`config.mk`:
```
export PLATFORM = sky130hd
export DESIGN_NAME = fft_32_integrator
export DESIGN_NICKNAME = d
export VERILOG_FILES = /design/src/rtl/dsp_pkg.sv /design/src/rtl/fft_32_power.sv /design/src/rtl/fft_32_integrator.sv
export SDC_FILE = /design/constraint.sdc
export NUM_CORES = 2
export LEC_CHECK = 0
export ABC_AREA = 1
export CAP_MARGIN = 20
export CORE_MARGIN = 2
export CORE_UTILIZATION = 40
export DETAILED_ROUTE_END_ITERATION = 6
export PLACE_DENSITY = 0.54
export SYNTH_ARGS = -nofsm -noshare
export SYNTH_HDL_FRONTEND = slang
export SYNTH_SLANG_ARGS = --single-unit
```
`constraint.sdc`:
```
create_clock -name Clk -period 8.3 [get_ports Clk]
set_clock_uncertainty 0.2 [all_clocks]
set_input_delay 1.66 -clock Clk [delete_from_list [all_inputs] [get_ports Clk]]
set_output_delay 1.66 -clock Clk [all_outputs]
set_load 0.1 [all_outputs]
```
`src/rtl/dsp_pkg.sv`:
```
// Shared DSP definitions for the 32-point FFT datapath.
// Contents: FFT length, bin index width and the bin index type.
package dsp_pkg;
  localparam int FFT_32_LENGTH      = 32;
  localparam int FFT_32_INDEX_WIDTH = 5;

  typedef logic [FFT_32_INDEX_WIDTH-1:0] fft_32_index_t;
endpackage

```
`src/rtl/fft_32_power.sv`:
```
// Squared-magnitude pipeline for FFT bins: P = i^2 + q^2.
// Three register stages: S1 input capture, S2 squares, S3 sum.
// Index, last and a generic sideband travel alongside the data.
// Ports:
//   Clk, Rst        clock, synchronous active-low reset
//   Input_*         FFT sample stream (valid, i, q, index, last, side)
//   Power_*         power stream, three cycles behind Input_*
module fft_32_power
  import dsp_pkg::*;
#(
  parameter int INPUT_DATA_WIDTH = 21,
  parameter int SIDE_WIDTH       = 2
) (
  input  logic                            Clk,
  input  logic                            Rst,
  input  logic                            Input_valid,
  input  logic signed [INPUT_DATA_WIDTH-1:0] Input_i,
  input  logic signed [INPUT_DATA_WIDTH-1:0] Input_q,
  input  logic [FFT_32_INDEX_WIDTH-1:0]   Input_index,
  input  logic                            Input_last,
  input  logic [SIDE_WIDTH-1:0]           Input_side,
  output logic                            Power_valid,
  output logic [2*INPUT_DATA_WIDTH-1:0]   Power_data,
  output logic [FFT_32_INDEX_WIDTH-1:0]   Power_index,
  output logic                            Power_last,
  output logic [SIDE_WIDTH-1:0]           Power_side
);
  localparam int POWER_WIDTH = 2 * INPUT_DATA_WIDTH;
  localparam int TAG_WIDTH   = FFT_32_INDEX_WIDTH + 1 + SIDE_WIDTH;

  logic                               s1_valid;
  logic signed [INPUT_DATA_WIDTH-1:0] s1_i;
  logic signed [INPUT_DATA_WIDTH-1:0] s1_q;
  logic [TAG_WIDTH-1:0]               s1_tag;

  logic                               s2_valid;
  logic signed [POWER_WIDTH-1:0]      s2_sq_i;
  logic signed [POWER_WIDTH-1:0]      s2_sq_q;
  logic [TAG_WIDTH-1:0]               s2_tag;

  logic [TAG_WIDTH-1:0]               s3_tag;

  always_ff @(posedge Clk) begin
    if (!Rst) begin
      s1_valid    <= 1'b0;
      s1_i        <= '0;
      s1_q        <= '0;
      s1_tag      <= '0;
      s2_valid    <= 1'b0;
      s2_sq_i     <= '0;
      s2_sq_q     <= '0;
      s2_tag      <= '0;
      Power_valid <= 1'b0;
      Power_data  <= '0;
      s3_tag      <= '0;
    end else begin
      s1_valid    <= Input_valid;
      s1_i        <= Input_i;
      s1_q        <= Input_q;
      s1_tag      <= {Input_index, Input_last, Input_side};
      s2_valid    <= s1_valid;
      s2_sq_i     <= s1_i * s1_i;
      s2_sq_q     <= s1_q * s1_q;
      s2_tag      <= s1_tag;
      // Squares are non-negative and each is at most 2^(2W-2), so the
      // unsigned sum always fits in 2W bits.
      Power_valid <= s2_valid;
      Power_data  <= $unsigned(s2_sq_i) + $unsigned(s2_sq_q);
      s3_tag      <= s2_tag;
    end
  end

  assign {Power_index, Power_last, Power_side} = s3_tag;
endmodule

```
`src/rtl/fft_32_integrator.sv`:
```
// Per-bin power integrator behind the 32-point FFT. Accumulates |X|^2 per
// bin over 2**INTEG_LOG2 frames and emits one 32-bin frame per period.
// Ports:
//   Clk, Rst                      clock, synchronous active-low reset
//   Input_valid/i/q/index/last    FFT output stream (no backpressure)
//   Output_valid/data/index/last  integrated power stream, 4 cycles latency
//   Error_sequence                one-cycle pulse on a framing error
//   Output_peak_data/index        peak bin of the integrated frame, valid on
//                                 the Output_last beat (only when
//                                 FFT_32_INTEGRATOR_PEAK_EN is defined)
// Constraint: OUTPUT_DATA_WIDTH <= 2*INPUT_DATA_WIDTH + INTEG_LOG2.
//
// state   | meaning
// ACCUM   | frame_count < max, bins accumulate silently
// EMIT    | frame_count == max, summed bins are driven out
// DISCARD | discard set, outputs suppressed until the next Input_last
module fft_32_integrator
  import dsp_pkg::*;
#(
  parameter int INPUT_DATA_WIDTH  = 21,
  parameter int INTEG_LOG2        = 4,
  parameter int OUTPUT_DATA_WIDTH = 32
) (
  input  logic                              Clk,
  input  logic                              Rst,
  input  logic                              Input_valid,
  input  logic signed [INPUT_DATA_WIDTH-1:0] Input_i,
  input  logic signed [INPUT_DATA_WIDTH-1:0] Input_q,
  input  logic [FFT_32_INDEX_WIDTH-1:0]     Input_index,
  input  logic                              Input_last,
  output logic                              Output_valid,
  output logic [OUTPUT_DATA_WIDTH-1:0]      Output_data,
  output logic [FFT_32_INDEX_WIDTH-1:0]     Output_index,
  output logic                              Output_last,
`ifdef FFT_32_INTEGRATOR_PEAK_EN
  output logic [OUTPUT_DATA_WIDTH-1:0]      Output_peak_data,
  output logic [FFT_32_INDEX_WIDTH-1:0]     Output_peak_index,
`endif
  output logic                              Error_sequence
);
  localparam int POWER_WIDTH = 2 * INPUT_DATA_WIDTH;
  localparam int ACC_WIDTH   = POWER_WIDTH + INTEG_LOG2;
  // Keep the frame counter at least one bit wide so INTEG_LOG2 = 0 works;
  // it then stays at 0 and every frame is both first and final.
  localparam int FC_WIDTH    = (INTEG_LOG2 > 0) ? INTEG_LOG2 : 1;
  localparam logic [FC_WIDTH-1:0] FC_MAX = FC_WIDTH'((1 << INTEG_LOG2) - 1);
  localparam fft_32_index_t LAST_SAMPLE = fft_32_index_t'(FFT_32_LENGTH - 1);

  fft_32_index_t         sample_count;
  logic [FC_WIDTH-1:0]   frame_count;
  logic                  discard;
  logic                  err_last;
  logic                  err_nolast;
  logic                  first_frame;
  logic                  emit_frame;

  // Framing is judged on the raw input so the error pulse lands one cycle
  // after the offending sample; the per-sample decisions (overwrite/emit)
  // then ride down the power pipeline as sideband bits.
  always_comb begin
    err_last    = Input_valid && Input_last && (sample_count != LAST_SAMPLE);
    err_nolast  = Input_valid && !Input_last && (sample_count == LAST_SAMPLE);
    first_frame = (frame_count == '0);
    emit_frame  = (frame_count == FC_MAX) && !discard && !err_last && !err_nolast;
  end

  always_ff @(posedge Clk) begin
    if (!Rst) begin
      sample_count   <= '0;
      frame_count    <= '0;
      discard        <= 1'b0;
      Error_sequence <= 1'b0;
    end else begin
      Error_sequence <= err_last || err_nolast;
      if (Input_valid) begin
        if (Input_last) begin
          sample_count <= '0;
          // A short frame or a pending discard abandons the integration;
          // the next frame restarts at frame 0 and overwrites the bins.
          if (err_last || discard) begin
            frame_count <= '0;
            discard     <= 1'b0;
          end else if (frame_count == FC_MAX) begin
            frame_count <= '0;
          end else begin
            frame_count <= frame_count + 1'b1;
          end
        end else if (err_nolast) begin
          sample_count <= '0;
          discard      <= 1'b1;
        end else begin
          sample_count <= sample_count + 1'b1;
        end
      end
    end
  end

  logic                         p_valid;
  logic [POWER_WIDTH-1:0]       p_data;
  fft_32_index_t                p_index;
  logic                         p_last;
  logic                         p_first;
  logic                         p_emit;

  fft_32_power #(
    .INPUT_DATA_WIDTH (INPUT_DATA_WIDTH),
    .SIDE_WIDTH       (2)
  ) u_power (
    .Clk         (Clk),
    .Rst         (Rst),
    .Input_valid (Input_valid),
    .Input_i     (Input_i),
    .Input_q     (Input_q),
    .Input_index (Input_index),
    .Input_last  (Input_last),
    .Input_side  ({first_frame, emit_frame}),
    .Power_valid (p_valid),
    .Power_data  (p_data),
    .Power_index (p_index),
    .Power_last  (p_last),
    .Power_side  ({p_first, p_emit})
  );

  // S4: single-cycle read-modify-write, so back-to-back or repeated
  // indices always see the previous write.
  logic [ACC_WIDTH-1:0]         acc_mem [FFT_32_LENGTH];
  logic [ACC_WIDTH-1:0]         acc_sum;
  logic [OUTPUT_DATA_WIDTH-1:0] acc_trunc;

  always_comb begin
    acc_sum   = p_first ? ACC_WIDTH'(p_data) : acc_mem[p_index] + ACC_WIDTH'(p_data);
    acc_trunc = acc_sum[ACC_WIDTH-1 -: OUTPUT_DATA_WIDTH];
  end

  // Frame 0 overwrites, so the array needs no reset or clear pass.
  always_ff @(posedge Clk) begin
    if (p_valid) begin
      acc_mem[p_index] <= acc_sum;
    end
  end

  always_ff @(posedge Clk) begin
    if (!Rst) begin
      Output_valid <= 1'b0;
      Output_data  <= '0;
      Output_index <= '0;
      Output_last  <= 1'b0;
    end else begin
      Output_valid <= p_valid && p_emit;
      Output_last  <= p_valid && p_emit && p_last;
      if (p_valid && p_emit) begin
        Output_data  <= acc_trunc;
        Output_index <= p_index;
      end
    end
  end

`ifdef FFT_32_INTEGRATOR_PEAK_EN
  logic [OUTPUT_DATA_WIDTH-1:0] peak_run;
  fft_32_index_t                peak_run_index;
  logic                         peak_fresh;
  logic                         peak_take;
  logic [OUTPUT_DATA_WIDTH-1:0] peak_next;
  fft_32_index_t                peak_next_index;

  // Strict compare keeps the earliest bin on ties.
  always_comb begin
    peak_take       = peak_fresh || (acc_trunc > peak_run);
    peak_next       = peak_take ? acc_trunc : peak_run;
    peak_next_index = peak_take ? p_index : peak_run_index;
  end

  always_ff @(posedge Clk) begin
    if (!Rst) begin
      peak_run          <= '0;
      peak_run_index    <= '0;
      peak_fresh        <= 1'b1;
      Output_peak_data  <= '0;
      Output_peak_index <= '0;
    end else if (p_valid) begin
      // Any frame end restarts tracking, so a frame cut short by an error
      // cannot leak into the next emitted frame.
      if (p_last) begin
        peak_fresh <= 1'b1;
        if (p_emit) begin
          Output_peak_data  <= peak_next;
          Output_peak_index <= peak_next_index;
        end
      end else if (p_emit) begin
        peak_run       <= peak_next;
        peak_run_index <= peak_next_index;
        peak_fresh     <= 1'b0;
      end
    end
  end
`endif
endmodule

```
==> flow_summary.toml <==
[final_layout]
drive_gt1_share_pct = 6.80
nets = 10200
fin_area_um2 = 110000
fin_util_pct = 45.1
fillCellCount = 22800
syn_to_final_growth_pct = 12.3
final_cells = 12400

[clock_network]
clk_latency_ns = 0.87
cts_tree = "built"
cts.sinks = 1715
clk_pin_slew_ns = 0.06
cts_hold_buf = 0
ctsResizeCount = 0
cts-root-buf = "clkbuf_16"
cts_made_buffers = 184
htreeDepth = 4
cts_setup_buffers = 0
clock_path_buffers = 3

[global_route]
antenna_found_initial = 5
grt_pass1_wl_um = 448000
grt_pass1_vias = 68700
grt_max_degree = 96
overflow = 0
grt_usage_pct = 24.2

[run]
cap_viol_max_count = 0

[run_status]
status = "complete, but fails checks"
violations = "DRC"

[placed_design]
port_buffers = 90
hpwl_um = 207000
placed_cell_area_um2 = 104000
place_congestion = 0.920
placedCellCount = 12000
place_ws_ns = 1.04

[drt]
vias_per_cell = 5.35
vias = 66100
drc = 2
wl_um = 301000
dr.pass1.iters = 7
drtIter0Drc = 5494
final_antenna_net_count = 0
routedWlPerCell_um = 24.4

[yosys]
synth_edf_count = 1472
yosysSeqAreaShare_pct = 50.2
synth_warnings = 0
mappedNetlistArea_um2 = 97800
postSynth.asyncResetShare_pct = 0
ys_seq_elements = 1715
synthDistinctLibCells = 56
synth_flop_cell = "edfxtp_1"
synthTopCellsByArea = "edfxtp_1 (45%), fa_1 (17%), inv_1 (6.3%)"
yosysTopAreaCellShare_pct = 45.2
syn_inst = 8814
yosysTopAreaCell = "edfxtp_1"
syn_avg_cell_area_um2 = 11.1
syn_nets = 10000

[power]
p_clk_share_pct = 26.9
ir_worst_vdd_mv = 0.204
p_comb_share_pct = 36.2
p_leak_uw = 0.0465
power_density_nw_per_um2 = 276
internal_power_uw = 18800
power_frac_seq_pct = 36.8
swShare_pct = 37.9
p_switching_uw = 11500

[setup_path]
cp_max_fo = 15
critical_path_class = "flop to flop"
arrival_ns = 7.76
required_ns = 8.82
cp-start-kind = "flop"
setup.worst_path.end_class = "flop"

[timing]
slew_headroom_pct = 19.0
setup_slack_ns = 1.06
worstMarginPinSlew_ns = 1.21
rsz0062_at_grt = "false"
period_minus_slack_ns = 7.24
period_share_pct = 87.2
finalSetupViolations = 0
max_freq_mhz = 138
fin_setup_tns_ns = 0
slew_violations = 0
hold_viol_final = 0

[die]
start_util_pct = 40.2
die_w_um = 498
rows = 181
coreArea_um2 = 243000
die_height_um = 498
die_area_um2 = 248000
ios = 91

[worst_hold_path]
hp-class = "flop to flop"
==> layer usage <==
metal,share of wire [%],vias to the layer above,global-route usage (%)
met2,51,1945,42.6
met4,2.7,2,6.48
met1,42,33900,31.6
li1,-,29800,-
met3,5.0,373,2.51
met5,0.0020,-,0
==> power groups by stage <==
stage / Combinational (µW) / Sequential [µW] / Clock (µW)
6_report: 11000 / 11200 / 8170
5_1_grt: 12500 / 11200 / 8620
4_1_cts: 11000 / 11200 / 8300
3_5_place_dp: 10900 / 11400 / 0
3_3_place_gp: 10800 / 11400 / 0
2_1_floorplan: 7340 / 11200 / 0
==> registers in the layout (all words and copies together), names as in the netlist, 4 cells and up <==
| name | count |
|---|---|
| acc_mem | 1472 |
| u_power.Power_data | 42 |
| u_power.s2_sq_i | 41 |
| u_power.s2_sq_q | 41 |
| Output_data | 32 |
| u_power.s1_i | 21 |
| u_power.s1_q | 21 |
| u_power.s1_tag | 8 |
| u_power.s2_tag | 8 |
| u_power.s3_tag | 8 |
| Output_index | 5 |
| sample_count | 5 |
| frame_count | 4 |
==> area by class of cell <==
| cell class | count | area (µm²) | share of cell area (%) |
|---|---|---|---|
| sequential | 1715 | 49100 | 44.7 |
| multi-input combinational | 5113 | 41400 | 37.7 |
| inverter | 1658 | 6230 | 5.68 |
| clock buffer | 227 | 4810 | 4.38 |
| tap | 3202 | 4010 | 3.65 |
| timing repair buffer | 318 | 3140 | 2.86 |
| clock inverter | 115 | 1160 | 1.06 |
| antenna | 7 | 17.5 | 0.0160 |
==> through the flow <==
stage	hold slack (ns)	total power (µW)
after global placement	0.192	22200
after detailed placement	0.198	22300
final	0.211	30300
after global routing	0.230	32300
after floorplan	0.190	18500
after CTS	0.212	30500
==> cells in the mapped netlist (10+ instances only) <==
library cell     n
inv_1         1638
edfxtp_1      1472
nand2_1       1385
fa_1           829
a22oi_1        703
a21oi_1        591
nor2_1         441
ha_1           343
dfxtp_1        243
o21ai_0        229
clkbuf_1       160
nand3_1        140
buf_2          128
nand4_1         52
nor4_1          48
or2_2           45
xor2_1          40
nor3_1          36
o21bai_1        36
xnor2_1         32
buf_1           29
a21o_1          26
o21a_1          24
inv_2           18
a31oi_1         17
o21ai_1         15
a21boi_0        10
==> layout by cell type (no fill, tap or decap), drive strengths merged, types with 6 or more instances in the layout <==
master,count
a21o,26
a21boi,12
a211oi,8
or2,52
clkinv,78
xnor2,32
inv,1673
o21ai,245
nor3,43
a22oi,704
nand3,140
nand4,52
clkinvlp,11
buf,229
clkbuf,227
and3,6
clkdlybuf4s50,89
dfxtp,243
fa,829
a21oi,591
edfxtp,1472
xor2,40
o211ai,9
nor2,443
nor4b,7
bufinv,11
nand2,1386
diode,7
o21a,24
o21bai,36
a31oi,17
ha,343
nor4,49
==> critical path, stage by stage (launching register included) <==
cell       delay [ns]
dfxtp_1          0.75
buf_4            0.33
nand2_1          0.19
fa_1             0.66
fa_1             0.46
inv_1            0.30
fa_1             0.51
fa_1             0.51
fa_1             0.49
inv_1            0.05
fa_1             0.45
fa_1             0.51
inv_1            0.04
ha_1             0.37
nand2_1          0.13
nor2_1           0.24
nand2_1          0.11
nor4_1           0.30
nand3_1          0.14
o2111ai_1        0.18
o21ai_0          0.12
a21oi_1          0.13
==> cells by family (layout without fill, tap and decap cells) <==
kind of cell,Yosys count,count (layout),synth area share [%]
AND/OR/NAND/NOR,2183,2183,9.15
buffers and inverters,1986,2318,7.86
flip-flops,1715,1715,50.2
AO/OA/AOI/OAI,1686,1686,10.8
adder cells (fa/ha/maj),1172,1172,21.4
XOR/XNOR,72,72,0.645
other,0,7,0
==> worst paths after layout <==
path                    startpoint                   to  slack (ns)  depth (start not counted)
setup / recovery  u_power.s1_i[20]  u_power.s2_sq_i[38]        1.06                         21
hold / removal    u_power.s1_valid     u_power.s2_valid        0.21                          2
setup reg to reg  u_power.s1_i[20]  u_power.s2_sq_i[38]        1.06                         21
hold reg to reg   u_power.s1_valid     u_power.s2_valid        0.21                          2
Power figures use the tool's default switching activity.
